`config.mk`:
```
export PLATFORM = sky130hd
export DESIGN_NAME = instr_fetch_unit
export DESIGN_NICKNAME = d
export VERILOG_FILES = /design/src/rtl/instr_fetch_unit.sv
export SDC_FILE = /design/constraint.sdc
export NUM_CORES = 2
export LEC_CHECK = 0
export BUFFER_PORTS_ARGS = -buffer_cell sky130_fd_sc_hd__buf_2
export CORE_AREA = 2 2 315 473
export CTS_CLUSTER_SIZE = 30
export DETAILED_ROUTE_END_ITERATION = 12
export DIE_AREA = 0 0 317 475
export GPL_TIMING_DRIVEN = 0
export PLACE_DENSITY = 0.71
export SLEW_MARGIN = 10
export SYNTH_ARGS = -nofsm -noshare
export SYNTH_HDL_FRONTEND = slang
export SYNTH_SLANG_ARGS = --single-unit
```
`constraint.sdc`:
```
create_clock -name clk -period 5.78 [get_ports clk]
set_input_delay 0.289 -clock clk [delete_from_list [all_inputs] [get_ports clk]]
set_output_delay 0.289 -clock clk [all_outputs]
set_load 0.005 [all_outputs]
```
`src/rtl/instr_fetch_unit.sv`:
```
// instr_fetch_unit: instruction memory with a program-load write port and a
// four-state fetch FSM. It hands registered instruction words to the decoder
// using a valid/ready handshake, pulses pc_inc after each accepted word, and
// enters HALTED when the accepted word carries the halt opcode.
module instr_fetch_unit #(
  parameter int          DATA_W   = 32,
  parameter int          ADDR_W   = 6,
  parameter logic [5:0]  HALT_OPC = 6'h3F
) (
  input  logic              clk,
  input  logic              rst_n,
  input  logic              load_en,
  input  logic [ADDR_W-1:0] load_addr,
  input  logic [DATA_W-1:0] load_data,
  input  logic              fetch_req,
  input  logic [ADDR_W-1:0] pc_addr,
  input  logic              ir_ready,
  output logic [DATA_W-1:0] instruction,
  output logic              ir_valid,
  output logic              fetch_busy,
  output logic              pc_inc,
  output logic              halt
);

  localparam int MemDepth = 2 ** ADDR_W;

  typedef enum logic [1:0] {
    IDLE   = 2'd0,
    READ   = 2'd1,
    HOLD   = 2'd2,
    HALTED = 2'd3
  } state_e;

  state_e            state_q, state_d;
  logic [ADDR_W-1:0] fetchAddr_q, fetchAddr_d;
  logic [DATA_W-1:0] instrWord_q, instrWord_d;
  logic              irValid_q, irValid_d;
  logic              pcInc_q, pcInc_d;

  logic [DATA_W-1:0] mem_q [0:MemDepth-1];

  logic memWrite;
  logic fetchStart;
  logic handshake;
  logic isHaltWord;

  // Decode the events that drive both the FSM and the datapath.
  always_comb begin
    memWrite   = load_en && ((state_q == IDLE) || (state_q == HALTED));
    fetchStart = (state_q == IDLE) && fetch_req && !load_en;
    handshake  = (state_q == HOLD) && ir_ready;
    isHaltWord = (instrWord_q[DATA_W-1 -: 6] == HALT_OPC);
  end

  // Program-load write port; memory is deliberately not cleared by reset.
  always_ff @(posedge clk) begin
    if (rst_n && memWrite) begin
      mem_q[load_addr] <= load_data;
    end
  end

  // State register with synchronous active-low reset.
  always_ff @(posedge clk) begin
    if (!rst_n) begin
      state_q <= IDLE;
    end else begin
      state_q <= state_d;
    end
  end

  // Next-state logic; a load in IDLE takes priority over a fetch request.
  always_comb begin
    state_d = state_q;
    case (state_q)
      IDLE: begin
        if (fetchStart) begin
          state_d = READ;
        end
      end
      READ: begin
        state_d = HOLD;
      end
      HOLD: begin
        if (ir_ready) begin
          state_d = isHaltWord ? HALTED : IDLE;
        end
      end
      HALTED: begin
        state_d = HALTED;
      end
      default: begin
        state_d = IDLE;
      end
    endcase
  end

  // Datapath next values: address latch, registered read, valid flag, pc_inc.
  always_comb begin
    fetchAddr_d = fetchAddr_q;
    instrWord_d = instrWord_q;
    irValid_d   = irValid_q;
    pcInc_d     = 1'b0;
    if (fetchStart) begin
      fetchAddr_d = pc_addr;
    end
    if (state_q == READ) begin
      instrWord_d = mem_q[fetchAddr_q];
      irValid_d   = 1'b1;
    end
    if (handshake) begin
      irValid_d = 1'b0;
      pcInc_d   = !isHaltWord;
    end
  end

  // Datapath registers; the read port output lives in instrWord_q.
  always_ff @(posedge clk) begin
    if (!rst_n) begin
      fetchAddr_q <= '0;
      instrWord_q <= '0;
      irValid_q   <= 1'b0;
      pcInc_q     <= 1'b0;
    end else begin
      fetchAddr_q <= fetchAddr_d;
      instrWord_q <= instrWord_d;
      irValid_q   <= irValid_d;
      pcInc_q     <= pcInc_d;
    end
  end

  // State-decoded outputs.
  always_comb begin
    fetch_busy = (state_q != IDLE);
    halt       = (state_q == HALTED);
  end

  assign instruction = instrWord_q;
  assign ir_valid    = irValid_q;
  assign pc_inc      = pcInc_q;

endmodule

```
## Yosys cells after proc, flatten, opt, wreduce, memory -nomap -nowiden

Memory sizes are Yosys's and may differ from the RTL's. A register that Yosys moved wholly into a read port is not among the register bits.
Index checks and enable logic that the tools add are counted.

- Reduce and logical (&&, ||, !) cells: 14
- Bitwise gates (word level): 1
- Eq/ne operators: 6
- Muxes and demuxes: 6

Operator list:

| cell | count |
|---|---|
| one-hot mux 2 bit (4 select lines) | 1 |
| equality test 6 bit, second input constant | 1 |
| 2-to-1 mux 2 bit | 3 |
| logical AND 1 bit | 5 |
| equality test 2 bit, second input constant | 2 |
| != test 2 bit, second input constant | 2 |
| AND reduction 2 bit | 2 |
| logical NOT 1 bit | 3 |
| equality test 2 x 1 -> 1 bit, second input constant | 1 |
| logical NOT 2 bit | 1 |
| 2-to-1 mux 1 bit | 2 |
| nonzero test 2 bit | 1 |
| OR reduction 2 bit | 1 |
| logical OR 1 bit | 1 |
| inverter 1 bit | 1 |

- Memories kept: 1
- Bits in writable memories: 2048
- Flip-flop bits (word level): 10
- Input bits: 49

Memories:

| name | depth | width | rd ports | clocked after Yosys merged registers in | write ports | line | source |
|---|---|---|---|---|---|---|---|
| mem_q | 64 | 32 | 1 | 1 | 1 | 40 | `logic [DATA_W-1:0] mem_q [0:MemDepth-1];` |

## Longest topological paths before layout

- Depth in word-level cells: 6
- Depth in mapped cells: 11
- Depth with buffers taken out: 7

## Worst setup path after synthesis

Ideal clock, no wire load.

- Path kind: reg2reg
- From: register state_q[1]
- To: memory mem_q[30][0] (enable)
- Slack: 2479 ps
- Arrival time: 2879 ps
- Cell stages (with the launch flop): 6
- Buffers on the path: 0
- Clock period less this slack: 3301 ps
- Required time: 5359 ps
- Path through: dfxtp_1 > inv_1 > ha_1 > nor4bb_1 > nand3_1 > nor2_1

- Longest elaborated chain between the ends: 6

Ends and longest elaborated chain:

| element | line | source |
|---|---|---|
| from (decl) | 34 | `state_e state_q, state_d;` |
| from (signal assigned) | 67 | `state_q <= state_d;` |
| equality test 2 bit or logical NOT 2 bit (tied branches) | 49 | `memWrite = load_en && ((state_q == IDLE) \|\| (state_q == HALTED));` |
| logical OR 1 bit (*) | 49 |  |
| logical AND 1 bit (*) | 49 |  |
| logical AND 1 bit (*) | 57 | `if (rst_n && memWrite) begin` |
| 2-to-1 mux 1 bit (*) | 57 |  |
| 2-to-1 mux 1 bit (implied by the code) (*) | 58 | `mem_q[load_addr] <= load_data;` |
| to (decl) | 40 |  |

Every way passes the cells marked *; elsewhere a longest branch is shown, timed or not.

==> results.sh <==
export IMPL_status="finished clean"
export IMPL_crit_path_start_kind="flip-flop"
export IMPL_cts_max_level=4
export IMPL_stdcell_count=6023
export IMPL_finalSetupTns_ns=0
export IMPL_dp_cells=5677
export IMPL_power_density_nw_per_um2=350
export IMPL_maxCapViolations=0
export IMPL_portBuffers=81
export IMPL_grt_pass1_wl_mm=329
export IMPL_yosys_warnings=0
export IMPL_period_share=0.889
export IMPL_clk_latency_ns=0.84
export IMPL_grt_pass1_vias=41665
export IMPL_cts_hold_buf=7
export IMPL_grt_ovfl_total=0
export IMPL_antenna_found_initial=15
export IMPL_final_net_count=4008
export IMPL_drive_gt1_frac=0.279
export IMPL_cts_sinks=2090
export IMPL_timing_final_crit_period_ns=5.14
export IMPL_crit_arrival_ns=5.89
export IMPL_n_fill_cell=9464
export IMPL_cts_root_buf="clkbuf_16"
export IMPL_rsz0062_at_grt="false"
export IMPL_syn_area_um2=80200
export IMPL_fp_dieH_um=475
export IMPL_grtUsageTotal=0.325
export IMPL_syn_inst=3582
export IMPL_hold_class="input port to flip-flop"
export IMPL_hpwl_mm=159
export IMPL_hold_worst_slack_ns=0.0262
export IMPL_clkTransAtPathRegs_ns=0.07
export IMPL_ys_async_sr_fraction=0
export IMPL_p_total_mw=32.1
export IMPL_place_ws_ns=0.996
export IMPL_routedWlPerCell_um=40.0
export IMPL_firstDrtPassIters=9
export IMPL_syn_area_per_cell_um2=22.4
export IMPL_drt_iter0_markers=7287
export IMPL_leakage_nw=27.9
export IMPL_areaGrowthSynthToFinish_pct=14.3
export IMPL_finalSetupViolCount=0
export IMPL_post_cts_resized=0
export IMPL_fmax_mhz=195
export IMPL_ioPinCount=85
export IMPL_ant_nets=0
export IMPL_wl_met1_mm=78.0
export IMPL_wirelength_mm=241
export IMPL_cp_required_ns=6.53
export IMPL_ys_ff_latch=2090
export IMPL_start_util=0.549
export IMPL_final_hold_viol_count=0
export IMPL_synth_edff_count=2048
export IMPL_ys_types=54
export IMPL_post_cts_buffers=0
export IMPL_place_congestion=0.925
export IMPL_cts_buffers_inserted=178
export IMPL_clock_path_buffers=3
export IMPL_cts_tree="yes"
export IMPL_path_class="flip-flop to flip-flop"
export IMPL_std_cell_rows=172
export IMPL_synth_seq_area_share=0.778
export IMPL_drc=0
export IMPL_ys_flop_type="edfxtp_1"
export IMPL_highest_layer="met5"
export IMPL_core_area_um2=146000
export IMPL_fin_worst_skew_ns=0.0251
export IMPL_dr_wl_met3_mm=29.5
export IMPL_worstPathMaxFanout=10
export IMPL_vias=42172
export IMPL_tightest_slew_ns=1.41
export IMPL_viasPerCell=7.00
export IMPL_die_area_um2=151000
export IMPL_ir_drop_mv=0.239
export IMPL_slew_headroom=0.0608
export IMPL_dieWidth_um=317
export IMPL_r2r_setup_slack_ns=0.64
export IMPL_grt_max_degree=65
export IMPL_slew_viol_final=0
export IMPL_fin_ws_ns=0.644
export IMPL_wl_met2_mm=116
export IMPL_syn_num_nets=3636
export IMPL_crit_path_end_kind="flip-flop"
[synth_stat cells, types with 18 or more instances]
| cell type | n | share of area |
|---|---|---|
| edfxtp_1 | 2048 | 0.77 |
| mux4_2 | 489 | 0.14 |
| mux2i_1 | 186 | 0.023 |
| nor2_1 | 95 | 0.0044 |
| nand2_1 | 83 | 0.0039 |
| clkbuf_1 | 80 | 0.0037 |
| buf_2 | 52 | 0.0032 |
| o22ai_1 | 51 | 0.0040 |
| a21oi_1 | 47 | 0.0029 |
| dfxtp_1 | 42 | 0.010 |
| nand3_1 | 33 | 0.0021 |
| mux2_2 | 31 | 0.0044 |
| buf_4 | 29 | 0.0027 |
| o21ai_0 | 29 | 0.0018 |
| a221oi_1 | 24 | 0.0026 |
| buf_6 | 22 | 0.0031 |
| nor2b_1 | 20 | 0.0016 |
| o211ai_1 | 18 | 0.0017 |
[state kept, by name, summed over array words and instances, names as in the netlist]
signal and flops:
mem_q 2048, fetchAddr_q 6, pc_inc 1, instruction 32, ir_valid 1, state_q 2
[final cells by class]
type                    instances  area (µm²)  area share
well taps                    1914        2390      0.0261
plain buffers                 202        1140      0.0124
flip-flops and latches       2090       62300       0.680
clock buffers                 219        4710      0.0514
clock inverters               111        1070      0.0116
multi-input cells            1284       17200       0.187
diodes                          5        12.5    0.000137
repair buffers                192        2790      0.0304
inverters                       6        22.5    0.000246
[routing by layer]
metal	track usage	up-vias
met5	0	-
met3	0.0815	815
li1	-	15959
met4	0.187	16
met2	0.519	3474
met1	0.407	21908
[power breakdown]
| part | total (mW) | internal [mW] | leakage, nW | switching, mW |
|---|---|---|---|---|
| clock | 12.1 | 6.63 | 2.84 | 5.48 |
| sequential | 16.9 | 16.8 | 18.8 | 0.132 |
| combinational | 3.11 | 1.12 | 6.31 | 1.99 |
| total | 32.1 | 24.5 | 27.9 | 7.60 |
[layout by cell type (no fill, tap or decap), types with 42 or more instances in the layout]
cell type / count
edfxtp_1: 2048
o22ai_1: 51
a21oi_1: 47
dfxtp_1: 42
buf_2: 127
nor2_4: 64
buf_12: 70
clkbuf_16: 183
nand2_1: 83
mux2i_1: 186
mux4_2: 489
clkbuf_1: 113
[worst paths after layout]
| path | cells past startpoint | startpoint | end |
|---|---|---|---|
| worst max register to register | 6 | fetchAddr_q[4] | instruction[26] |
| worst min register to register | 2 | instruction[3] | instruction[3] |
| worst min-delay path | 1 | load_data[18] | mem_q[22][18] |
| worst max-delay path | 6 | fetchAddr_q[4] | instruction[26] |
[worst max-delay path: stages, from the launching register on]
cell      delay (ns)
dfxtp_1         0.52
clkbuf_1        0.88
clkbuf_1        0.91
clkbuf_1        0.67
clkbuf_1        0.98
o21ai_0         0.82
o31ai_1         0.24
[cells by family after synthesis]
group | after synthesis | share of synthesized area
AO/OA/AOI/OAI | 296 | 0.0264
adder cells (fa/ha/maj) | 5 | 0.000780
buffers and inverters | 208 | 0.0144
flip-flops | 2090 | 0.778
multiplexers | 706 | 0.165
AND/OR/NAND/NOR | 277 | 0.0159
[metrics by stage]
step           cell area (µm²)   util
4_1_cts                  91500  0.626
2_1_floorplan            80200      -
6_report                 91600  0.627
5_1_grt                  91600  0.627
3_5_place_dp             85700  0.586
3_3_place_gp             83000  0.568
Power figures use the tool's default switching activity.
